<file path="src/rtl/angle_profile_ctrl_if.sv">
// Register-file and PWM-generator side signals of the angle profile controller.
// master = register file / PWM generator, slave = controller.
interface angle_profile_ctrl_if #(
    parameter int ANGLE_W = 12,
    parameter int PWM_W   = 8,
    parameter int STEPS   = 16
);
    logic                     pwm_enable;
    logic                     angle_update;
    logic                     abort;
    logic [ANGLE_W-1:0]       target_angle;
    logic [ANGLE_W-1:0]       current_angle;
    logic                     pwm_done;
    logic                     enable_stall_chk;
    logic [7:0]               delay_target;
    logic [PWM_W-1:0]         profile_offset;
    logic [PWM_W-1:0]         cruise_power;
    logic [ANGLE_W-1:0]       decel_angle;
    logic [STEPS*PWM_W-1:0]   pwm_profile;

    logic                     pwm_update;
    logic [PWM_W-1:0]         pwm_ratio;
    logic                     pwm_direction;
    logic                     angle_done;
    logic                     startup_fail;
    logic                     run_stall;
    logic [1:0]               retry_count;
    logic [2:0]               state;

    modport master (
        output pwm_enable, angle_update, abort, target_angle, current_angle, pwm_done,
               enable_stall_chk, delay_target, profile_offset, cruise_power, decel_angle,
               pwm_profile,
        input  pwm_update, pwm_ratio, pwm_direction, angle_done, startup_fail, run_stall,
               retry_count, state
    );

    modport slave (
        input  pwm_enable, angle_update, abort, target_angle, current_angle, pwm_done,
               enable_stall_chk, delay_target, profile_offset, cruise_power, decel_angle,
               pwm_profile,
        output pwm_update, pwm_ratio, pwm_direction, angle_done, startup_fail, run_stall,
               retry_count, state
    );
endinterface

</file>
<file path="src/rtl/angle_profile_ctrl.sv">
// Angle-to-PWM profile controller: shortest-path delta, accel/cruise/decel stepping, stall retry.
// Ratio trails state/step by one cycle; pacing is set by pwm_done rising edges, which act 2 cycles later.
module angle_profile_ctrl #(
    parameter int ANGLE_W   = 12,
    parameter int PWM_W     = 8,
    parameter int STEPS     = 16,
    parameter int DELAY_W   = 24,
    parameter int TOL       = 5,
    parameter int STALL_MIN = 3,
    parameter int MAX_RETRY = 2
) (
    input  logic                clock,
    input  logic                reset,
    angle_profile_ctrl_if.slave bus
);
    localparam int                 SW        = $clog2(STEPS);
    localparam logic [ANGLE_W-1:0] HALF      = ANGLE_W'(1) << (ANGLE_W - 1);
    localparam logic [ANGLE_W-1:0] TOL_V     = ANGLE_W'(TOL);
    localparam logic [ANGLE_W-1:0] STALL_V   = ANGLE_W'(STALL_MIN);
    localparam logic [1:0]         MAX_R     = 2'(MAX_RETRY);
    localparam logic [SW-1:0]      STEP_LAST = SW'(STEPS - 1);

    typedef enum logic [2:0] {
        S_IDLE   = 3'd0,
        S_CALC   = 3'd1,
        S_ACCEL  = 3'd2,
        S_CRUISE = 3'd3,
        S_DECEL  = 3'd4,
        S_SHUT   = 3'd5,
        S_RETRY  = 3'd6
    } state_t;

    state_t             state_q, state_nxt;
    logic [ANGLE_W-1:0] target_q, snap_q, dist_q;
    logic [ANGLE_W-1:0] delta_raw, dist_c, move_raw, move_dist;
    logic               dir_q, dir_c, pwm_dir_q;
    logic               snap_vld_q, calc_wait_q;
    logic               done_q1, done_q2, done_rise, step_evt, stall_hit, count_en;
    logic [DELAY_W-1:0] delay_q, interval;
    logic [SW-1:0]      step_q;
    logic [1:0]         retry_q;
    logic [PWM_W-1:0]   entry, ratio_c, ratio_q;
    logic [PWM_W:0]     sum;
    logic               angle_done_q, startup_fail_q, run_stall_q;
    logic               accept, calc_go, set_done, set_fail, set_run, inc_retry, step_inc, step_dec;

    assign done_rise = done_q1 & ~done_q2;
    assign interval  = DELAY_W'(bus.delay_target[7:4]) << bus.delay_target[3:0];
    assign step_evt  = done_rise && (delay_q == interval);
    assign stall_hit = step_evt && bus.enable_stall_chk && snap_vld_q && (move_dist < STALL_V);

    // Both the move delta and the stall movement use the shorter way round the circle.
    always_comb begin
        delta_raw = target_q - bus.current_angle;
        dir_c     = (delta_raw <= HALF);
        dist_c    = dir_c ? delta_raw : (ANGLE_W'(0) - delta_raw);
        move_raw  = bus.current_angle - snap_q;
        move_dist = (move_raw <= HALF) ? move_raw : (ANGLE_W'(0) - move_raw);
    end

    always_comb begin
        entry   = bus.pwm_profile[int'(step_q) * PWM_W +: PWM_W];
        sum     = {1'b0, entry} + {1'b0, bus.profile_offset};
        ratio_c = '0;
        case (state_q)
            S_ACCEL, S_DECEL: ratio_c = sum[PWM_W] ? '1 : sum[PWM_W-1:0];
            S_CRUISE:         ratio_c = bus.cruise_power;
            default:          ratio_c = '0;
        endcase
    end

    always_ff @(posedge clock or posedge reset) begin
        if (reset) state_q <= S_IDLE;
        else       state_q <= state_nxt;
    end

    always_comb begin
        state_nxt = state_q;
        accept    = 1'b0;
        calc_go   = 1'b0;
        set_done  = 1'b0;
        set_fail  = 1'b0;
        set_run   = 1'b0;
        inc_retry = 1'b0;
        step_inc  = 1'b0;
        step_dec  = 1'b0;
        if (!bus.pwm_enable) begin
            state_nxt = S_IDLE;
        end else if (bus.abort && state_q != S_IDLE && state_q != S_SHUT) begin
            state_nxt = S_SHUT;
        end else begin
            case (state_q)
                S_IDLE: if (bus.angle_update) begin
                    accept    = 1'b1;
                    state_nxt = S_CALC;
                end
                S_CALC: if (calc_wait_q) begin
                    calc_go = 1'b1;
                    if (dist_q <= TOL_V) begin
                        state_nxt = S_SHUT;
                        set_done  = 1'b1;
                    end else begin
                        state_nxt = S_ACCEL;
                    end
                end
                S_ACCEL: begin
                    if (stall_hit) begin
                        if (retry_q < MAX_R) begin
                            inc_retry = 1'b1;
                            state_nxt = S_RETRY;
                        end else begin
                            set_fail  = 1'b1;
                            state_nxt = S_IDLE;
                        end
                    end else if (dist_q < bus.decel_angle) begin
                        state_nxt = S_DECEL;
                    end else if (step_evt) begin
                        if (step_q == STEP_LAST) state_nxt = S_CRUISE;
                        else                     step_inc  = 1'b1;
                    end
                end
                S_CRUISE: begin
                    if (stall_hit) begin
                        if (retry_q < MAX_R) begin
                            inc_retry = 1'b1;
                            state_nxt = S_RETRY;
                        end else begin
                            set_run   = 1'b1;
                            state_nxt = S_IDLE;
                        end
                    end else if (dist_q < bus.decel_angle) begin
                        state_nxt = S_DECEL;
                    end
                end
                // A direction flip means the target was passed: stop rather than reverse.
                S_DECEL: begin
                    if (dist_q <= TOL_V || dir_q != pwm_dir_q) begin
                        state_nxt = S_SHUT;
                        set_done  = 1'b1;
                    end else if (step_evt && step_q != '0) begin
                        step_dec = 1'b1;
                    end
                end
                S_SHUT:  if (done_rise) state_nxt = S_IDLE;
                S_RETRY: if (step_evt)  state_nxt = S_CALC;
                default: state_nxt = S_IDLE;
            endcase
        end
    end

    assign count_en = (state_nxt == S_ACCEL || state_nxt == S_CRUISE ||
                       state_nxt == S_DECEL || state_nxt == S_RETRY) &&
                      !(state_nxt == S_RETRY && state_q != S_RETRY);

    always_ff @(posedge clock or posedge reset) begin
        if (reset) begin
            done_q1        <= 1'b0;
            done_q2        <= 1'b0;
            target_q       <= '0;
            dir_q          <= 1'b0;
            dist_q         <= '0;
            pwm_dir_q      <= 1'b0;
            calc_wait_q    <= 1'b0;
            snap_q         <= '0;
            snap_vld_q     <= 1'b0;
            delay_q        <= '0;
            step_q         <= '0;
            retry_q        <= '0;
            ratio_q        <= '0;
            angle_done_q   <= 1'b0;
            startup_fail_q <= 1'b0;
            run_stall_q    <= 1'b0;
        end else begin
            done_q1     <= bus.pwm_done;
            done_q2     <= done_q1;
            dir_q       <= dir_c;
            dist_q      <= dist_c;
            ratio_q     <= ratio_c;
            calc_wait_q <= (state_q == S_CALC) && (state_nxt == S_CALC);
            if (accept) begin
                target_q       <= bus.target_angle;
                angle_done_q   <= 1'b0;
                startup_fail_q <= 1'b0;
                run_stall_q    <= 1'b0;
                retry_q        <= '0;
            end
            if (calc_go) begin
                pwm_dir_q  <= dir_q;
                snap_vld_q <= 1'b0;
            end
            // The first step event of a run only seeds the snapshot; later ones are checked against it.
            if ((state_q == S_ACCEL || state_q == S_CRUISE) && step_evt) begin
                snap_q     <= bus.current_angle;
                snap_vld_q <= 1'b1;
            end
            if (!count_en)      delay_q <= '0;
            else if (done_rise) delay_q <= (delay_q == interval) ? '0 : delay_q + DELAY_W'(1);
            if (state_nxt == S_IDLE || calc_go) step_q <= '0;
            else if (step_inc)                  step_q <= step_q + SW'(1);
            else if (step_dec)                  step_q <= step_q - SW'(1);
            if (inc_retry) retry_q        <= retry_q + 2'd1;
            if (set_done)  angle_done_q   <= 1'b1;
            if (set_fail)  startup_fail_q <= 1'b1;
            if (set_run)   run_stall_q    <= 1'b1;
        end
    end

    assign bus.pwm_ratio     = ratio_q;
    assign bus.pwm_update    = (state_q == S_ACCEL || state_q == S_CRUISE || state_q == S_DECEL ||
                                state_q == S_SHUT  || state_q == S_RETRY);
    assign bus.pwm_direction = pwm_dir_q;
    assign bus.angle_done    = angle_done_q;
    assign bus.startup_fail  = startup_fail_q;
    assign bus.run_stall     = run_stall_q;
    assign bus.retry_count   = retry_q;
    assign bus.state         = state_q;
endmodule

</file>
<file path="src/flat_wrapper.sv">
// flat-port wrapper written by rule: the top's interface ports become plain ports
module angle_profile_ctrl_flat 
#(
    parameter int ANGLE_W   = 12,
    parameter int PWM_W     = 8,
    parameter int STEPS     = 16,
    parameter int DELAY_W   = 24,
    parameter int TOL       = 5,
    parameter int STALL_MIN = 3,
    parameter int MAX_RETRY = 2
)
  (clock, reset, bus_pwm_enable, bus_angle_update, bus_abort, bus_target_angle, bus_current_angle, bus_pwm_done, bus_enable_stall_chk, bus_delay_target, bus_profile_offset, bus_cruise_power, bus_decel_angle, bus_pwm_profile, bus_pwm_update, bus_pwm_ratio, bus_pwm_direction, bus_angle_done, bus_startup_fail, bus_run_stall, bus_retry_count, bus_state);
  angle_profile_ctrl_if #(.ANGLE_W(ANGLE_W), .PWM_W(PWM_W), .STEPS(STEPS)) bus_i ();
  input  logic clock;
  input  logic reset;
  input wire logic [$bits(bus_i.pwm_enable)-1:0] bus_pwm_enable;
  input wire logic [$bits(bus_i.angle_update)-1:0] bus_angle_update;
  input wire logic [$bits(bus_i.abort)-1:0] bus_abort;
  input wire logic [$bits(bus_i.target_angle)-1:0] bus_target_angle;
  input wire logic [$bits(bus_i.current_angle)-1:0] bus_current_angle;
  input wire logic [$bits(bus_i.pwm_done)-1:0] bus_pwm_done;
  input wire logic [$bits(bus_i.enable_stall_chk)-1:0] bus_enable_stall_chk;
  input wire logic [$bits(bus_i.delay_target)-1:0] bus_delay_target;
  input wire logic [$bits(bus_i.profile_offset)-1:0] bus_profile_offset;
  input wire logic [$bits(bus_i.cruise_power)-1:0] bus_cruise_power;
  input wire logic [$bits(bus_i.decel_angle)-1:0] bus_decel_angle;
  input wire logic [$bits(bus_i.pwm_profile)-1:0] bus_pwm_profile;
  output wire logic [$bits(bus_i.pwm_update)-1:0] bus_pwm_update;
  output wire logic [$bits(bus_i.pwm_ratio)-1:0] bus_pwm_ratio;
  output wire logic [$bits(bus_i.pwm_direction)-1:0] bus_pwm_direction;
  output wire logic [$bits(bus_i.angle_done)-1:0] bus_angle_done;
  output wire logic [$bits(bus_i.startup_fail)-1:0] bus_startup_fail;
  output wire logic [$bits(bus_i.run_stall)-1:0] bus_run_stall;
  output wire logic [$bits(bus_i.retry_count)-1:0] bus_retry_count;
  output wire logic [$bits(bus_i.state)-1:0] bus_state;
  assign bus_i.pwm_enable = bus_pwm_enable;
  assign bus_i.angle_update = bus_angle_update;
  assign bus_i.abort = bus_abort;
  assign bus_i.target_angle = bus_target_angle;
  assign bus_i.current_angle = bus_current_angle;
  assign bus_i.pwm_done = bus_pwm_done;
  assign bus_i.enable_stall_chk = bus_enable_stall_chk;
  assign bus_i.delay_target = bus_delay_target;
  assign bus_i.profile_offset = bus_profile_offset;
  assign bus_i.cruise_power = bus_cruise_power;
  assign bus_i.decel_angle = bus_decel_angle;
  assign bus_i.pwm_profile = bus_pwm_profile;
  assign bus_pwm_update = bus_i.pwm_update;
  assign bus_pwm_ratio = bus_i.pwm_ratio;
  assign bus_pwm_direction = bus_i.pwm_direction;
  assign bus_angle_done = bus_i.angle_done;
  assign bus_startup_fail = bus_i.startup_fail;
  assign bus_run_stall = bus_i.run_stall;
  assign bus_retry_count = bus_i.retry_count;
  assign bus_state = bus_i.state;
  angle_profile_ctrl #(.ANGLE_W(ANGLE_W), .PWM_W(PWM_W), .STEPS(STEPS), .DELAY_W(DELAY_W), .TOL(TOL), .STALL_MIN(STALL_MIN), .MAX_RETRY(MAX_RETRY)) u_core (.clock(clock), .reset(reset), .bus(bus_i));
endmodule
</file>
<file path="config.mk">
export PLATFORM = sky130hd
export DESIGN_NAME = angle_profile_ctrl_flat
export DESIGN_NICKNAME = d
export VERILOG_FILES = /design/src/rtl/angle_profile_ctrl_if.sv /design/src/rtl/angle_profile_ctrl.sv /design/src/flat_wrapper.sv
export SDC_FILE = /design/constraint.sdc
export NUM_CORES = 1
export LEC_CHECK = 0
export CAP_MARGIN = 40
export CORE_ASPECT_RATIO = 2
export CORE_MARGIN = 10
export CORE_UTILIZATION = 40
export CTS_CLUSTER_SIZE = 14
export DETAILED_ROUTE_END_ITERATION = 10
export GPL_TIMING_DRIVEN = 1
export PLACE_DENSITY = 0.65
export SKIP_CTS_REPAIR_TIMING = 1
export SLEW_MARGIN = 20
export SYNTH_ARGS = -nofsm -noshare
export SYNTH_HDL_FRONTEND = slang
export SYNTH_SLANG_ARGS = --single-unit
</file>
<file path="constraint.sdc">
create_clock -name clock -period 7.4 [get_ports clock]
set_input_delay 1.48 -clock clock [delete_from_list [all_inputs] [get_ports clock]]
set_output_delay 1.48 -clock clock [all_outputs]
set_load 0.005 [all_outputs]
</file>
==> out/results.ini, run 1 <==
[drt]
drt-pass1-iter-count=5
ant_nets=0
via_count=7562
dr.first_iter.drc_count=397
drc=0
avgViaCountPerCell=5.54
routedWlPerCell_microns=20.4
wirelength_mm=27.8

[critical_path]
reg2reg_depth=18
r2r_setup_slack_ns=2.91
cp-start-kind=primary input
path_class=primary input to flip-flop
cp_slowest_cell=clkdlybuf4s50_1
cp_common_cell=nand3_1
rr_endpoint=u_core.step_q[3]
cp.required_ns=7.65
crit_chain=clkdlybuf4s50_1 -> mux2_2 -> a311oi_1 -> nand3_1 -> a2111oi_1 -> nand3_1 -> or3_1 -> nand4b_1 -> a31oi_1 -> inv_1 -> ha_1 -> a21o_1 -> a21oi_1 -> mux2i_1 -> xor2_1 -> a211oi_1
slowest_delay_ns=0.99
crit_fanout=23
cp_data_arrival_time_ns=6.30
end_kind=flip-flop
r2r_start=u_core.snap_q[0]

[grt]
antenna_found_initial=2
grt_max_degree=40
grt_overflow_total=0
grt_usage_pct=20.7
first_global_vias=7985
grt_pass1_wl_mm=43.1

[synth]
synth_fa_ha_area_share_pct=8.09
ys_ff_latch=86
synthCells=904
synth_edf_count=0
synth_area_leader_cell=dfrtp_1
yosysSeqAreaShare_pct=26.5
yosysWarnings=0
synth_top_family_by_area=simple AND/OR/NAND/NOR gates
async_flop_share_pct=100
synth.mux.area_fraction_pct=14.4
synth_cell_types=79
synth_compound_area_share_pct=15.6
synth_area_sq_mm=0.00811
synth_flop_cell=dfrtp_1
postSynthAreaPerCell_sq_um=8.97
yosysTopAreaCellShare_pct=26.5
synth_top_cells_by_area=dfrtp_1 (27%), mux4_2 (11%), ha_1 (7.1%)
synth_xor_area_share_pct=6.48
synth-simple-area-share_pct=23.2
syn_nets=1149

[timing]
tightest_slew_ns=0.804
layout_setup_ws_ns=1.35
fin_crit_sh_pct=81.7
fin_setup_tns_ns=0
clock_skew_ns=0.0153
rsz0062_at_grt=no
setup_viol=0
slew_violations=0
maxSlewHeadroom_pct=46.3
period_minus_slack_ns=6.05
hold_viol=0
clock.fmax_ghz=0.165

[finish]
multi_input_area_sq_mm=0.00550
regArea_sq_mm=0.00215
nFillCells=1941
final_nets=1342
syn_to_final_growth_pct=32.6
fin_cells=1365
layout_commonest_cell=clkdlybuf4s50_1
layout_common_cells=clkdlybuf4s50_1 (212), nand2_1 (107), dfrtp_1 (85), inv_1 (72), nor2_1 (66)
drive_gt1_share_pct=10.4

[clock_tree]
cts_tree=yes
clock_sinks=86
cts_buffers=9
root_buffer=clkbuf_16
htreeDepth=3
cts.clk_slew.worst_paths_ns=0.06
clk_latency_ns=0.36
clockBufferDepth=2

[die]
start_util_pct=40.7
die_w_microns=121
io_pins=213
row_count=73
core_sq_mm=0.0199
dieArea_sq_mm=0.0267
die_h_microns=221

[status]
status=completed

[pwr]
power.density_mw_per_mm2=178
leakage_uw=0.00436
vdd_ir_drop_max_v=0.000116

[min_path]
min_from=u_core.done_q1
holdPathEnd=u_core.done_q2
holdCritPathClass=flip-flop to flip-flop
min_delay_path_depth=0

[placement]
placed_cells=1348
hpwl_mm=23.6
dp_slack_ns=1.00
io_buffers=212
place.gp.congestion=0.951

[flow_run]
drv_cap=0

## state kept, by name (all words and copies together) (netlist names)
register and flops:
u_core.bus.pwm_ratio 8, u_core.bus.angle_done 1, u_core.bus.state 3, u_core.snap_vld_q 1, u_core.delay_q 24, u_core.dir_q 1, u_core.done_q2 1, u_core.bus.startup_fail 1
u_core.bus.retry_count 2, u_core.step_q 4, u_core.done_q1 1, u_core.target_q 12, u_core.bus.pwm_direction 1, u_core.dist_q 12, u_core.snap_q 12, u_core.calc_wait_q 1
u_core.bus.run_stall 1
## layer usage
layer / GRT usage [%] / vias to the layer above / share of wire, %
li1: - / 3684 / -
met5: 0 / - / 0
met1: 19.5 / 3612 / 33
met2: 41.1 / 216 / 59
met3: 3.67 / 50 / 4.1
met4: 8.81 / 0 / 3.7
## cell families (layout without fill, tap and decap cells)
group	Yosys count	in the layout
compound gates	180	180
xor+xnor	60	60
fa+ha+maj	50	50
buf+inv	110	307
flops	86	86
mux	63	63
other cells	0	2
simple gates	355	355
## worst max-delay path, delay by kind of cell
kind	cells	cell delay, ns
AO/OA/AOI/OAI	6	1.71
buffers and inverters	2	1.10
AND/OR/NAND/NOR	4	0.95
multiplexers	2	0.66
adder cells (fa/ha/maj)	1	0.28
XOR/XNOR	1	0.08
## how the worst max path moves through the flow
stage                    startpoint               end  slack [ns]  cells after the start
6_report        bus_delay_target[1]  u_core.step_q[3]        1.35                     16
4_1_cts         bus_delay_target[1]  u_core.step_q[3]        1.35                     16
5_1_grt         bus_delay_target[0]  u_core.step_q[3]        1.01                     16
3_5_place_dp    bus_delay_target[1]  u_core.step_q[3]        1.00                     16
2_1_floorplan  bus_current_angle[0]  u_core.step_q[3]        2.20                     19
3_3_place_gp    bus_delay_target[1]  u_core.step_q[3]        1.07                     16
## metrics by stage
stage                     utilization, %  power [uW]  instance area, sq um  hold WS [ns]
after global placement              52.3        1460                 10400         0.375
after global routing                54.0        2040                 10800         0.417
final                               54.0        1910                 10800         0.404
after detailed placement            52.6        1480                 10500         0.393
after CTS                           54.0        1930                 10700         0.402
after floorplan                        -        1170                  8110         0.368
## power by group
group	leakage, uW	internal (uW)	total (uW)	switching [uW]
clock network	0.000141	239	438	199
registers	0.00114	554	612	57.8
logic	0.00307	417	861	445
## cell usage after synthesis, drive strengths merged (6+ instances only)
library cell and n:
nand4 10, nor4 8, a21o 18, and2 10
o21ai 50, inv 73, o211ai 7, nor2 67
nand4b 8, o21a 6, and3 13, nand2b 17
mux2 10, mux4 40, nor2b 10, nand3 24
or3 7, nor3b 7, a211oi 18, xnor2 34
dfrtp 86, a21oi 26, clkbuf 22, nor3 39
a2111oi 6, buf 15, xor2 26, nand2 107
ha 46, mux2i 13
## area by class of cell
cell class	count	area share [%]
Tap cell	262	3.05
Antenna cell	2	0.0465
Clock buffer	10	2.22
Clock inverter	5	0.396
Timing Repair Buffer	219	20.5
Inverter	73	2.56
Multi-Input combinational cell	708	51.2
Sequential cell	86	20.0
Power figures use the tool's default switching activity.
==> run 2: changes to the inputs <==
Clock period 7.4 ns to 6.3 ns, I/O delays scaled along.
==> run 2 against run 1 <==
  * Die area unchanged
  * Critical path depth up 1
  * Clock-buffer cell count down 1
  * First-iteration DRC count down 22%
  * Non-clock buffer count up 9
  * Critical endpoint unchanged
  * Worst setup slack worse by 0.74 ns
==> out/results.ini, run 2 (synthesis gave the netlist of run 1 again) <==
[timing]
clock_skew_ns=0.00867
fin_setup_tns_ns=0
hold_viol=0
setup_viol=0
fin_crit_sh_pct=90.2
rsz0062_at_grt=no
period_minus_slack_ns=5.68
slew_violations=0
layout_setup_ws_ns=0.615
maxSlewHeadroom_pct=47.4
tightest_slew_ns=0.788
clock.fmax_ghz=0.176

[grt]
grt_max_degree=47
grt_usage_pct=21.4
grt_overflow_total=0
first_global_vias=8179
antenna_found_initial=2
grt_pass1_wl_mm=44.7

[die]
core_sq_mm=0.0199
die_h_microns=221
start_util_pct=40.7
io_pins=213
row_count=73
die_w_microns=121
dieArea_sq_mm=0.0267

[clock_tree]
clk_latency_ns=0.36
cts_buffers=9
clockBufferDepth=2
clock_sinks=86
cts_tree=yes
htreeDepth=3
root_buffer=clkbuf_16
cts.clk_slew.worst_paths_ns=0.07

[placement]
io_buffers=212
dp_slack_ns=0.282
placed_cells=1356
place.gp.congestion=0.922
hpwl_mm=23.7

[critical_path]
reg2reg_depth=18
cp_data_arrival_time_ns=5.95
rr_endpoint=u_core.step_q[3]
cp-start-kind=primary input
end_kind=flip-flop
r2r_setup_slack_ns=1.85
crit_fanout=12
path_class=primary input to flip-flop
cp.required_ns=6.57
r2r_start=u_core.snap_q[0]

[pwr]
power.density_mw_per_mm2=215
vdd_ir_drop_max_v=0.000185
power.total_uw=2340
leakage_uw=0.00441

[drt]
avgViaCountPerCell=5.54
drt-pass1-iter-count=4
ant_nets=0
drc=0
dr.first_iter.drc_count=308
routedWlPerCell_microns=20.5
via_count=7623
wirelength_mm=28.2

[status]
status=completed

[finish]
syn_to_final_growth_pct=33.8
layout_commonest_cell=clkdlybuf4s50_1
layout_common_cells=clkdlybuf4s50_1 (212), nand2_1 (107), dfrtp_1 (85), inv_1 (72), nor2_1 (66)
nFillCells=1927
fin_cells=1375
final_nets=1351
regMostFlops=u_core.delay_q
largest_reg_flops=24
drive_gt1_share_pct=11.3

[min_path]
min_delay_path_depth=0
min_from=u_core.done_q1
holdPathEnd=u_core.done_q2
holdCritPathClass=flip-flop to flip-flop

[flow_run]
drv_cap=0

[run 2: cell types whose count changed in the layout (fill, tap and decap cells not counted)]
cell | before | now
buf_16 | 1 | 0
buf_4 | 5 | 15
bufinv_16 | 0 | 2
clkbuf_8 | 1 | 0
clkinv_4 | 2 | 0
clkinvlp_4 | 0 | 1
inv_8 | 1 | 2
[run 2: stage by stage]
step | hold WS, ns | area (sq um) | utilization [%]
finish | 0.410 | 10800 | 54.5
global route | 0.435 | 10800 | 54.5
CTS | 0.406 | 10800 | 54.4
detailed placement | 0.391 | 10500 | 52.7
global placement | 0.378 | 10500 | 52.7
floorplan | 0.368 | 8110 | -
[run 2: worst max-delay path by stage]
stage                               startpoint                to  slack, ns  cells after the start
after floorplan           bus_current_angle[0]  u_core.step_q[3]       1.32                     19
after global placement     bus_delay_target[1]  u_core.step_q[3]       0.30                     17
after detailed placement   bus_delay_target[1]  u_core.step_q[3]       0.28                     17
after CTS                  bus_delay_target[1]  u_core.step_q[3]       0.62                     17
after global routing       bus_delay_target[1]  u_core.step_q[3]       0.17                     17
final                      bus_delay_target[1]  u_core.step_q[3]       0.62                     17
[run 2: final cells by class]
cell class / instances / area, sq um / share of cell area, %
diodes: 2 / 5.00 / 0.0461
clock buffers: 9 / 225 / 2.08
clock inverters: 7 / 104 / 0.957
inverters: 73 / 275 / 2.54
multi-input cells: 708 / 5500 / 50.7
flip-flops and latches: 86 / 2150 / 19.8
well taps: 262 / 328 / 3.02
repair buffers: 228 / 2250 / 20.8
[run 2: power by group]
group	internal (uW)	total, uW	switching, uW
clock network	354	606	252
logic	488	1010	522
registers	650	721	70.6
[run 2: worst max-delay path: stages]
cell and delay, ns:
clkdlybuf4s50_1 0.75, buf_4 0.26, inv_1 0.07, o32ai_1 0.36, xor2_1 0.13, a2111oi_2 0.46, or3b_1 0.42, or4_1 0.51
nor4b_1 0.29, a31oi_1 0.20, inv_1 0.12, ha_1 0.23, a21o_1 0.16, a21oi_1 0.17, mux2i_1 0.24, xor2_1 0.09
a211oi_1 0.22
[run 2: metal layers]
metal | vias to the layer above | global-route usage (%) | part of all wire [%]
met5 | - | 0 | 0
met4 | 0 | 11.0 | 4.5
met3 | 49 | 3.09 | 3.1
met2 | 179 | 42.0 | 58
met1 | 3702 | 20.3 | 34
li1 | 3693 | - | -
